$ cat src/rtl/countdown_pkg.sv
// -----------------------------------------------------------------------------
// countdown_pkg
// Shared definitions for the countdown timer slice.
//   WIDTH_DEFAULT : default counter width in bits
//   state_t       : FSM state encoding (IDLE, RUN, DONE)
// -----------------------------------------------------------------------------
package countdown_pkg;

   localparam int WIDTH_DEFAULT = 6;

   typedef enum logic [1:0] {
      IDLE = 2'd0,
      RUN  = 2'd1,
      DONE = 2'd2
   } state_t;

endpackage

$ cat src/rtl/countdown_bit.sv
// -----------------------------------------------------------------------------
// countdown_bit
// One bit of the down-counter.
// The cell holds a single register bit. A load takes priority over a
// decrement. A decrement toggles the bit when a borrow arrives from below.
// Ports:
//   clock      in  rising-edge clock
//   reset      in  synchronous active-low reset, clears the bit
//   ld         in  load strobe, selects ld_bit
//   ld_bit     in  value to load
//   dec        in  decrement qualifier for the whole counter
//   borrow_in  in  borrow from the next lower bit (1 for bit 0)
//   borrow_out out borrow to the next higher bit
//   q          out registered bit value
// -----------------------------------------------------------------------------
module countdown_bit (
   input  logic clock,
   input  logic reset,
   input  logic ld,
   input  logic ld_bit,
   input  logic dec,
   input  logic borrow_in,
   output logic borrow_out,
   output logic q
);

   // A borrow passes upward only through bits that are currently zero.
   assign borrow_out = borrow_in & ~q;

   always_ff @(posedge clock) begin
      if (!reset) begin
         q <= 1'b0;
      end else if (ld) begin
         q <= ld_bit;
      end else if (dec) begin
         q <= q ^ borrow_in;
      end
   end

endmodule

$ cat src/rtl/countdown_timer.sv
// -----------------------------------------------------------------------------
// countdown_timer
// Loadable down-counter with an IDLE/RUN/DONE FSM. The counter emits a
// one-cycle done pulse when it reaches terminal count.
// Optional feature: define COUNTDOWN_AUTO_RELOAD_EN to enable auto-reload.
// With auto-reload, terminal count reloads the last non-zero load value
// and the timer stays in RUN.
// Ports:
//   clock      in  rising-edge clock
//   reset      in  synchronous active-low reset
//   enable     in  decrement qualifier
//   load       in  load load_value and start; has priority over enable
//   load_value in  [WIDTH] start value, unsigned
//   count      out [WIDTH] remaining count, registered
//   busy       out high while in RUN, registered
//   done       out one-cycle terminal-count pulse, registered
// -----------------------------------------------------------------------------
module countdown_timer
   import countdown_pkg::*;
#(
   parameter int WIDTH = WIDTH_DEFAULT
) (
   input  logic             clock,
   input  logic             reset,
   input  logic             enable,
   input  logic             load,
   input  logic [WIDTH-1:0] load_value,
   output logic [WIDTH-1:0] count,
   output logic             busy,
   output logic             done
);

   state_t           state;
   state_t           state_nx;
   logic             busy_nx;
   logic             done_nx;
   logic             reload_fire;
   logic             cell_ld;
   logic             cell_dec;
   logic             at_one;
   logic             load_zero;
   logic [WIDTH-1:0] cell_val;
   logic [WIDTH:0]   borrow;

   assign at_one    = (count == WIDTH'(1));
   assign load_zero = (load_value == '0);

`ifdef COUNTDOWN_AUTO_RELOAD_EN
   logic [WIDTH-1:0] reload_q;

   always_ff @(posedge clock) begin
      if (!reset) begin
         reload_q <= '0;
      end else if (load && !load_zero) begin
         reload_q <= load_value;
      end
   end

   assign cell_val = load ? load_value : reload_q;
`else
   assign cell_val = load_value;
`endif

   // The final borrow-out is set only when every bit is zero. Gating the
   // decrement with it means the count can never wrap below zero.
   assign borrow[0] = 1'b1;
   assign cell_ld   = load | reload_fire;
   assign cell_dec  = (state == RUN) & enable & ~borrow[WIDTH];

   for (genvar i = 0; i < WIDTH; i++) begin : g_bit
      countdown_bit u_bit (
         .clock      (clock),
         .reset      (reset),
         .ld         (cell_ld),
         .ld_bit     (cell_val[i]),
         .dec        (cell_dec),
         .borrow_in  (borrow[i]),
         .borrow_out (borrow[i+1]),
         .q          (count[i])
      );
   end

   always_comb begin
      state_nx    = state;
      done_nx     = 1'b0;
      reload_fire = 1'b0;
      if (load) begin
         state_nx = load_zero ? DONE : RUN;
         done_nx  = load_zero;
      end else begin
         case (state)
            RUN: begin
               if (enable && at_one) begin
                  done_nx = 1'b1;
`ifdef COUNTDOWN_AUTO_RELOAD_EN
                  reload_fire = 1'b1;
`else
                  state_nx = DONE;
`endif
               end
            end
            DONE:    state_nx = IDLE;
            default: state_nx = state;
         endcase
      end
      busy_nx = (state_nx == RUN);
   end

   always_ff @(posedge clock) begin
      if (!reset) begin
         state <= IDLE;
         busy  <= 1'b0;
         done  <= 1'b0;
      end else begin
         state <= state_nx;
         busy  <= busy_nx;
         done  <= done_nx;
      end
   end

endmodule

$ cat config.mk
export PLATFORM = sky130hd
export DESIGN_NAME = countdown_timer
export DESIGN_NICKNAME = d
export VERILOG_FILES = /design/src/rtl/countdown_pkg.sv /design/src/rtl/countdown_bit.sv /design/src/rtl/countdown_timer.sv
export SDC_FILE = /design/constraint.sdc
export NUM_CORES = 1
export LEC_CHECK = 0
export ABC_AREA = 1
export CAP_MARGIN = 20
export CORE_MARGIN = 2
export CORE_UTILIZATION = 42
export DETAILED_ROUTE_END_ITERATION = 10
export MAX_ROUTING_LAYER = met4
export PLACE_DENSITY = 0.72
export SLEW_MARGIN = 20
export SYNTH_ARGS = -nofsm -noshare
export SYNTH_HDL_FRONTEND = slang
export SYNTH_SLANG_ARGS = --single-unit
export TNS_END_PERCENT = 50
$ cat constraint.sdc
create_clock -name clock -period 4.1 [get_ports clock]
set_clock_uncertainty 0.15 [all_clocks]
set_input_delay 0.82 -clock clock [delete_from_list [all_inputs] [get_ports clock]]
set_output_delay 0.82 -clock clock [all_outputs]
set_load 0.05 [all_outputs]
# Word-level counts from Yosys, hierarchy flattened
# Index checks and enable logic that the tools add are counted.
# totals
wordCells,54
out_inout_bits,8
regBits,10
# op_classes
eq_ne,4
reduce_logical,3
n_bitwise,19
n_mux,19
# op_table
op,count
$mux 1,15
$and 1x1->1,7
$not 1->1,7
$eq 6x1->1 const B,1
$logic_not 6->1,1
$mux 2,3
$xor 1x1->1,5
$eq 2x1->1 const B,2
$pmux 2 s2,1
$eq 2x2->1 const B,1
$reduce_bool 2->1,1
$logic_and 1x1->1,1

# Longest topological paths before layout
# depth
word_depth,10
depth_mapped,10

# By module
# A second synthesis with hierarchy kept.
# unflattened
hier_cells,128
hier_area_um2,747.0
# by_module_without_submodules
module,area_each_um2,seq_area_each_um2,instances,cells_each
countdown_bit,78.8,20.0,6,14
countdown_timer,274.0,80.1,1,44

# Worst setup path after synthesis
# No wires, ideal clock.
# synth_timing
kind,flip-flop to flip-flop
from,register g_bit[0].u_bit.q
to,register g_bit[1].u_bit.q
synth_period_minus_slack_ps,1989
setup_time_ps,118
slack_ps,2111
arrival_time_ps,1720
n_path_buf,0
t_required_ps,3832
stages_incl_launch_ff,11
cell_sequence,dfxtp_1 > inv_1 > ha_1 > ha_1 > ha_1 > ha_1 > ha_1 > o21ai_2 > inv_2 > o21ai_1 > a21oi_1
# synth_between
elab_chain_cells,9
word_cells_on_any_way,12
cone_classes,mux: 2; bitwise: 9; reduce/logical: 1
# synth_lines
item,line_no,rtl
start: declaration,countdown_bit.sv:24,output logic q
start signal: assignment,countdown_bit.sv:34,q <= ld_bit;
start signal: assignment,countdown_bit.sv:36,q <= q ^ borrow_in;
$not 1->1 (no line) (*),n/a,
$and 1x1->1 (5 in series),countdown_bit.sv:28,assign borrow_out = borrow_in & ~q;
$not 1->1,countdown_timer.sv:68,assign cell_dec = (state == RUN) & enable & ~borrow[WIDTH];
$and 1x1->1,countdown_timer.sv:68,
$reduce_bool 2->1 (no line),n/a,
end signal: assignment,countdown_bit.sv:34,
end signal: assignment,countdown_bit.sv:36,
end: declaration,countdown_bit.sv:24,
# Every way passes the cells marked *; elsewhere a longest branch is shown, timed or not. The select of a mux whose other input is x is not followed.
# A chain may end at the register's enable or synchronous reset.

# Worst setup path in the final report
# layout_timing
from,register g_bit[0].u_bit.q
to,output port count[0]
# layout_rtl
item,line_no,rtl
end: declaration,countdown_timer.sv:28,"output logic [WIDTH-1:0] count,"
# No word-level cell between the ends.

==> summary.md <==
| Metric | Value |
|---|---|
| Library cells used by synthesis | 18 |
| Synth area leaders | dfxtp_1 31%, ha_1 14%, inv_1 7.7%, nand2_1 7.7%, a21oi_1 7.1% |
| Fmax | 0.407 GHz |
| Fin. Hold Viols | 0 |
| Vias/cell | 4.81 |
| Largest net degree at the start of global routing | 15 |
| Pint | 0.175 mW |
| # placed instances | 114 |
| Cell area after synthesis | 637 um2 |
| RSZ-0062 raised after global routing | no |
| Req. time, crit path | 3.13 ns |
| Setup TNS | 0 ns |
| Setup crit start kind | flop |
| GP Congestion | 0.816 |
| Switch Pwr | 0.0928 mW |
| Hold_buf cts | 0 |
| CP bufs+invs | 1 |
| Row cnt | 14 |
| Post-DP HPWL | 937 um |
| Max-slew violation count | 0 |
| Area Growth Syn to Fin | 24.6% |
| Clk slew on worst S/H paths | 0.06 ns |
| Die Area | 1840 um2 |
| CTS Buf Count | 3 |
| Die Ht | 42.9 um |
| Initial antenna violation count | 0 |
| EDFF count, synth | 0 |
| I/O Buffers | 17 |
| Sequential fraction of the synthesis area | 31.4% |
| Root Buffer | clkbuf_4 |
| Fin cells | 117 |
| Peak supply drop | 0.000168 V |
| Clock network power share | 24.4% |
| Leakage | 0.364 nW |
| Slowest-stage cell, CP | clkdlybuf4s50_1 |
| HP Class | flop to flop |
| Clk sinks | 10 |
| CTS HTree Levels | 1 |
| Worst-path cell chain | clkdlybuf4s50_1 |
| Slew headroom | 66.8% |
| Core area | 1470 um2 |
| Final min period | 2.46 ns |
| CP max stage delay | 0.83 ns |
| Post-synth top area share | 31.4% |
| Layout filler cell count | 162 |
| Total GRT Usage | 15.1% |
| Vias in the first global route | 541 |
| WHS Path Cells | 2 |
| Mapped Cells | 88 |
| Clk buf depth | 2 |
| Setup Fix Bufs, Post-CTS | 0 |
| WL/cell | 9.88 um |
| Worst-path maximum fanout | 5 |
| Setup WS pre-CTS | 1.71 ns |
| DR pass1 iterations | 4 |
| Clk Latency, worst-skew pair | 0.26 ns |
| Drt drc | 0 |
| Gate family responsible for the most delay along the worst path | buffers and inverters |
| Register area | 200 um2 |
| Outcome | finished clean |
| Multi-input logic area | 324 um2 |
| Synthesized Nets | 105 |
| FF+latch count, synth | 10 |
| Die W | 42.9 um |
| Cell Pwr Density | 337 nW/um2 |
| WP data arrival | 1.49 ns |
| Synth warn | 0 |
| Fraction of layout cells with a size suffix above 1 | 9.90% |
| Final worst-path cycle share | 59.9% |
| Post-CTS sizing | 0 |
| Top Ports | 18 |
| Vias after detailed routing | 563 |
| Max cap viols | 0 |
| Antenna cells | 0 |
| Final net count | 120 |
| Routed Antenna Nets | 0 |
| Crit end category | output pin |
| Register share of total power | 41.4% |
| Switching share of power | 34.7% |
| Global-route wire length before repair | 2010 um |
| Reg2reg path depth | 10 |
| Final setup fails | 0 |
| Post-synth top flop | dfxtp_1 |
| TritonCTS clock tree | done |
| Worst slew pin tran | 0.497 ns |
| Yosys top cell by area | dfxtp_1 |
| GRT overflow | 0 |
| Crit path depth | 1 |
| Initial Util | 43.3% |
| Setup Crit Path Kind | flop to output pin |
| Async S/R FF share, synth | 0% |
| Mean Syn Cell Area | 7.24 um2 |
| Total Wirelength | 1160 um |
| Comb pwr share | 34.2% |
| Setup WS post-layout | 1.64 ns |
| Iter 0 DRT Violations | 11 |
[synth_stat cells, types with 2 or more instances]
cell	number
dfxtp_1	10
nor3_1	2
buf_4	6
inv_1	13
o21ai_1	6
ha_1	7
nand2_1	13
inv_2	2
o21ai_0	4
nor2_1	8
a21oi_1	9
nand4_1	2
[state kept, by name, indices dropped and copies added (netlist names)]
| signal | cells |
|---|---|
| busy | 1 |
| done | 1 |
| g_bit.u_bit.q | 6 |
| state | 2 |
[worst register-to-register path, delay by kind of cell (launching register included)]
kind,cells,cell delay (ns)
buffers and inverters,2,0.18
flip-flops,1,0.39
AO/OA/AOI/OAI,3,0.43
adder cells (fa/ha/maj),5,0.92
[layout by cell type (no fill, tap or decap)]
| master | count |
|---|---|
| clkbuf_4 | 3 |
| clkdlybuf4s50_1 | 17 |
| a21oi_1 | 9 |
| inv_1 | 13 |
| dfxtp_1 | 10 |
| inv_2 | 2 |
| nor2_2 | 1 |
| and2_4 | 1 |
| nand4_1 | 2 |
| o21ai_0 | 4 |
| o21ai_2 | 1 |
| o21ai_1 | 6 |
| ha_1 | 7 |
| nor2_1 | 8 |
| nand3_2 | 1 |
| nand2_1 | 13 |
| nor3_1 | 2 |
| nand2_2 | 1 |
[stage by stage]
step / hold WS (ns) / util, % / power, mW / cell area [um2]
3_3_place_gp: 0.346 / 52.4 / 0.204 / 771
6_report: 0.359 / 53.9 / 0.268 / 793
2_1_floorplan: 0.313 / - / 0.182 / 637
5_1_grt: 0.395 / 53.9 / 0.287 / 793
4_1_cts: 0.362 / 53.9 / 0.270 / 793
3_5_place_dp: 0.352 / 52.4 / 0.205 / 771
[layout make-up]
cell class | instances | share of cell area (%)
Tap cell | 16 | 2.52
Timing Repair Buffer | 17 | 21.5
Sequential cell | 10 | 25.2
Inverter | 15 | 7.10
Multi-Input combinational cell | 56 | 40.9
Clock buffer | 3 | 2.84
[path summary, 6_finish.rpt]
kind | startpoint | end | slack (ns)
max | g_bit[0].u_bit.q | count[0] | 1.64
min | g_bit[3].u_bit.q | g_bit[3].u_bit.q | 0.36
max reg2reg | g_bit[0].u_bit.q | g_bit[5].u_bit.q | 1.92
min reg2reg | g_bit[3].u_bit.q | g_bit[3].u_bit.q | 0.36
[cells by family after synthesis]
kind of cell | Yosys count | synth area share [%]
flops | 10 | 31.4
compound gates | 20 | 16.3
fa+ha+maj | 7 | 13.8
buf+inv | 22 | 17.7
simple gates | 29 | 20.8
[power by group through the flow]
stage / logic [mW] / registers [mW] / clock network, mW
after global placement: 0.0909 / 0.113 / 0
final: 0.0914 / 0.111 / 0.0654
after CTS: 0.0921 / 0.111 / 0.0668
after detailed placement: 0.0915 / 0.113 / 0
after floorplan: 0.0671 / 0.115 / 0
after global routing: 0.101 / 0.112 / 0.0737
[per-layer routing]
| layer | global-route usage (%) | wire (um) |
|---|---|---|
| met5 | - | 0 |
| met4 | 10.9 | 40 |
| met3 | 4.26 | 74 |
| met2 | 23.9 | 511 |
| met1 | 16.1 | 529 |
Power figures use the tool's default switching activity.
==> variant 1: new RTL, same flow settings <==
Build with the macro `COUNTDOWN_AUTO_RELOAD_EN` defined.
--- a/src/rtl/countdown_timer.sv
+++ b/src/rtl/countdown_timer.sv
@@ -17,2 +17,4 @@
 // -----------------------------------------------------------------------------
+`define COUNTDOWN_AUTO_RELOAD_EN
+
 module countdown_timer
Behaviour: not the same (a bounded check fails within 4 cycles, from zero or initial values and one cycle with reset low).
==> variant 1 against the original RTL <==
- worst setup slack got worse by 0.040 ns
- total power increased by 48%
- synthesized area grew 51%
- highest routed layer unchanged
- worst hold slack worse by 0.043 ns
- wire length increased by 58%
- final area rose by 42%
- core utilization decreased by 2.3 points
- sequential cell count up 6
==> variant 1: results (changes against the original RTL) <==
| Metric | Value |
|---|---|
| Port Buffer Count | 17 (unchanged) |
| Top flop regs | g_bit.u_bit.q: 6 flops, reload_q: 6 flops, state: 2 flops (was g_bit.u_bit.q: 6 flops, state: 2 flops) |
| Max Root-Sink Buffers | 2 (unchanged) |
| GRT Total Usage | 16.3% (was 15.1%) |
| H-Tree Depth | 1 (unchanged) |
| Post-DP HPWL | 1410 um (was 937 um) |
| Largest net degree at the start of global routing | 24 (was 15) |
| Syn_nets | 150 (was 105) |
| Via/cell ratio | 4.91 (was 4.81) |
| Netlist cell types | 23 (was 18) |
| Total Wirelength | 1830 um (was 1160 um) |
| Post-synthesis sequential area ratio | 33.3% (was 31.4%) |
| Crit path max fanout | 8 (was 5) |
| Post-synth ARST share | 0% (unchanged) |
| Switching Share | 32.7% (was 34.7%) |
| CTS hold repair buffers | 0 (unchanged) |
| Antenna violations before repair | 0 (unchanged) |
| Initial DRT Pass Iterations | 4 (unchanged) |
| Delay-heaviest family, CP | adder cells (was buffers and inverters) |
| Worst VDD drop | 0.200 mV (was 0.168 mV) |
| Setup bufs post-CTS | 0 (unchanged) |
| Area contributors post-synth | dfxtp_1 33%, nand2_1 12%, ha_1 7.8% (was dfxtp_1 31%, ha_1 14%, inv_1 7.7%) |
| Worst Path Arrival | 2.54 ns (was 1.49 ns) |
| Post-synth top flop | dfxtp_1 (unchanged) |
| Clock Latency Late Sink | 0.28 ns (was 0.26 ns) |
| Yosys warns | 0 (unchanged) |
| Status | finished clean (unchanged) |
| Gpl congestion | 0.878 (was 0.816) |
| DR iter-0 viols | 24 (was 11) |
| N_diodes | 0 (unchanged) |
| CP peak stage delay | 0.38 ns (was 0.83 ns) |
| Vias in the first global route | 792 (was 541) |
| First-pass GRT wire length | 3240 um (was 2010 um) |
| Layout cells sized above 1 | 8.97% (was 9.90%) |
| Top cells by count, synth | 30 x nand2_1, 18 x nor2_1, 16 x dfxtp_1 (was 13 x inv_1, 13 x nand2_1, 10 x dfxtp_1) |
| Worst Max-Slew Pin Slew | 0.499 ns (was 0.497 ns) |
| Clk slew on worst S/H paths | 0.10 ns (was 0.06 ns) |
| Critical-path top delay cell | dfxtp_1 (was clkdlybuf4s50_1) |
| Hold WC Path Type | reg -> reg (unchanged) |
| Final #Nets | 162 (was 120) |
| Leak Pwr | 0.502 nW (was 0.364 nW) |
-- variant 1: changes by cell type after synthesis, moves of 3 or more --
cell     before  now
nand3_1       0    7
nand4_1       2    7
nand2_1      13   30
a21oi_2       0    3
nor2_1        8   18
dfxtp_1      10   16
o21ai_0       4    1
o21ai_1       6    0
-- variant 1: worst paths after layout --
check	to	cells past startpoint	startpoint	slack, ns
min reg2reg	reload_q[5]$_SDFFE_PN0P_	2	reload_q[5]$_SDFFE_PN0P_	0.32
max	g_bit[5].u_bit.q$_SDFFE_PN0P_	12	g_bit[0].u_bit.q$_SDFFE_PN0P_	1.60
min	reload_q[5]$_SDFFE_PN0P_	2	reload_q[5]$_SDFFE_PN0P_	0.32
max reg2reg	g_bit[5].u_bit.q$_SDFFE_PN0P_	12	g_bit[0].u_bit.q$_SDFFE_PN0P_	1.60
-- variant 1: power by group through the flow --
stage                     logic, mW  registers [mW]  clock network [mW]
after global routing          0.134           0.175               0.115
after global placement        0.118           0.177                   0
after detailed placement      0.120           0.178                   0
final                         0.119           0.174               0.104
after floorplan              0.0903           0.180                   0
after CTS                     0.120           0.174               0.107
-- variant 1: per-layer routing --
| layer | up-vias | share of wire (%) | GRT usage [%] |
|---|---|---|---|
| met5 | - | 0 | - |
| met4 | 0 | 0.66 | 5.26 |
| met3 | 2 | 4.9 | 3.45 |
| met2 | 19 | 46 | 26.8 |
| met1 | 380 | 48 | 19.9 |
| li1 | 449 | - | - |
-- variant 1: logic make-up after synthesis --
logic type      count (synthesis)  synth area share (%)
buf+inv                        28                  14.7
fa+ha+maj                       6                  7.80
simple gates                   66                  32.0
flops                          16                  33.3
compound gates                 18                  12.2
-- variant 1: metrics by stage --
stage | area [sq um] | total power [mW] | setup slack (ns) | cells | utilization, %
after floorplan | 962 | 0.271 | 1.86 | 134 | -
after global placement | 1090 | 0.296 | 1.57 | 169 | 49.9
after detailed placement | 1090 | 0.297 | 1.55 | 169 | 49.9
after CTS | 1130 | 0.402 | 1.59 | 173 | 51.6
after global routing | 1130 | 0.425 | 1.40 | 173 | 51.6
final | 1130 | 0.397 | 1.60 | 173 | 51.6
-- variant 1: worst reg2reg max path, delay by kind of cell (launching register included) --
kind | cells | cell delay (ns)
and+or+nand+nor | 5 | 0.77
DFF | 1 | 0.38
adders and majority gates | 5 | 0.98
buffers and inverters | 2 | 0.12
-- variant 1: cell type report --
cell class | instances | area, sq um
flip-flops and latches | 16 | 320
fillers | 228 | 1060
multi-input cells | 90 | 500
repair buffers | 17 | 170
well taps | 28 | 35.0
clock buffers | 4 | 36.3
inverters | 18 | 67.6
==> variant 2: new RTL, same settings <==
Without the edit above. The 3 states of `state_t` get a one-hot encoding in 3 bits.
--- a/src/rtl/countdown_pkg.sv
+++ b/src/rtl/countdown_pkg.sv
@@ -10,6 +10,6 @@
 
-   typedef enum logic [1:0] {
-      IDLE = 2'd0,
-      RUN  = 2'd1,
-      DONE = 2'd2
+   typedef enum logic [2:0] {
+      IDLE = 3'b001,
+      RUN  = 3'b010,
+      DONE = 3'b100
    } state_t;
Function: same outputs for any inputs over 10 cycles, from zero or initial values and one cycle with reset low; not proved beyond that.
==> variant 2 against the original RTL <==
- worst setup slack got worse by 0.0081 ns
- critical endpoint is now count[2]
- synthesized area rose by 7.3%
- worst hold slack improved by 0.012 ns
- total power rose by 8.1%
- global-route usage rose by 1.5 points
- wire length rose by 22%
- largest power group unchanged
- via count rose by 9.4%
- final area rose by 4.9%
- sequential cell count rose by 1
==> variant 2: results (changes against the original RTL) <==
| Metric | Value |
|---|---|
| Fmax | 0.406 GHz (was 0.407 GHz) |
| Top cells by count, synth | 26 x nor2_1, 22 x nand2_1, 13 x inv_1 (was 13 x inv_1, 13 x nand2_1, 10 x dfxtp_1) |
| Largest net degree at the start of global routing | 14 (was 15) |
| Synth Area in Compound Gates | 6.59% (was 16.3%) |
| Reg power frac | 41.8% (was 41.4%) |
| Metal1 wirelength | 685 um (was 529 um) |
| Post-DP HPWL | 1020 um (was 937 um) |
| Pwr per Cell Area | 347 nW/um^2 (was 337 nW/um^2) |
| NetSw | 0.101 mW (was 0.0928 mW) |
| Total Wirelength | 1410 um (was 1160 um) |
| Met3 wire length | 52 um (was 74 um) |
| Syn avg cell area | 6.57 sq um (was 7.24 sq um) |
| Gpl congestion | 0.784 (was 0.816) |
| Via/cell ratio | 4.63 (was 4.81) |
| Adder-cell area share of the yosys netlist | 11.0% (was 13.8%) |
| Grt met3 use | 2.86% (was 4.26%) |
| Top flop regs | g_bit.u_bit.q: 6 flops, state: 3 flops (was g_bit.u_bit.q: 6 flops, state: 2 flops) |
| Crit path max fanout | 4 (was 5) |
| Routing usage on met1 | 19.3% (was 16.1%) |
| Hold_ws | 0.372 ns (was 0.359 ns) |
| # placed instances | 129 (was 114) |
| Status | finished clean (unchanged) |
| H-Tree Depth | 1 (unchanged) |
| Worst Path Arrival | 1.49 ns (about the same) |
| Detail Route met2 WL | 637 um (was 511 um) |
| GRT Total Usage | 16.6% (was 15.1%) |
| EDFF count, synth | 0 (unchanged) |
| Worst VDD drop | 0.162 mV (was 0.168 mV) |
| Clock net power | 0.0782 mW (was 0.0654 mW) |
| Syn_nets | 120 (was 105) |
| Clock Latency Late Sink | 0.28 ns (was 0.26 ns) |
| Max Root-Sink Buffers | 2 (unchanged) |
| Relative slew slack | 66.4% (was 66.8%) |
| First-pass GRT wire length | 2280 um (was 2010 um) |
| Leak Pwr | 0.409 nW (was 0.364 nW) |
| Post-synthesis sequential area ratio | 32.2% (was 31.4%) |
| Vias in the first global route | 575 (was 541) |
| Netlist cell types | 14 (was 18) |
| R2R Setup Slk | 1.82 ns (was 1.92 ns) |
| Layout cells sized above 1 | 4.27% (was 9.90%) |
| Clk slew on worst S/H paths | 0.08 ns (was 0.06 ns) |
| Grt met2 use | 27.1% (was 23.9%) |
| Mux cell area share after synthesis | 0% (unchanged) |
| Via count | 616 (was 563) |
| Area contributors post-synth | dfxtp_1 32%, nor2_1 14%, nand2_1 12% (was dfxtp_1 31%, ha_1 14%, inv_1 7.7%) |
| DR iter-0 viols | 22 (was 11) |
| Area after DPL | 806 sq um (was 771 sq um) |
| Post-CTS Resized | 0 (unchanged) |
[variant 2: cells by family (layout without fill, tap and decap cells)]
logic type,Yosys count,count (layout)
and+or+nand+nor,56,56
adders and majority gates,6,6
buffers and inverters,22,35
AOI/OAI and AO/OA,9,9
DFF,11,11
[variant 2: cell type report]
class                   count  area, sq um
flip-flops and latches     11          220
multi-input cells          71          343
well taps                  16         20.0
clock buffers               4         26.3
inverters                  14         52.6
repair buffers             17          170
fillers                   166          692
[variant 2: final timing paths]
check	cells after the start	start	to
setup / recovery	1	g_bit[2].u_bit.q$_SDFFE_PN0P_	count[2]
hold / removal	2	g_bit[1].u_bit.q$_SDFFE_PN0P_	g_bit[1].u_bit.q$_SDFFE_PN0P_
setup reg to reg	12	g_bit[0].u_bit.q$_SDFFE_PN0P_	g_bit[4].u_bit.q$_SDFFE_PN0P_
hold reg to reg	2	g_bit[1].u_bit.q$_SDFFE_PN0P_	g_bit[1].u_bit.q$_SDFFE_PN0P_
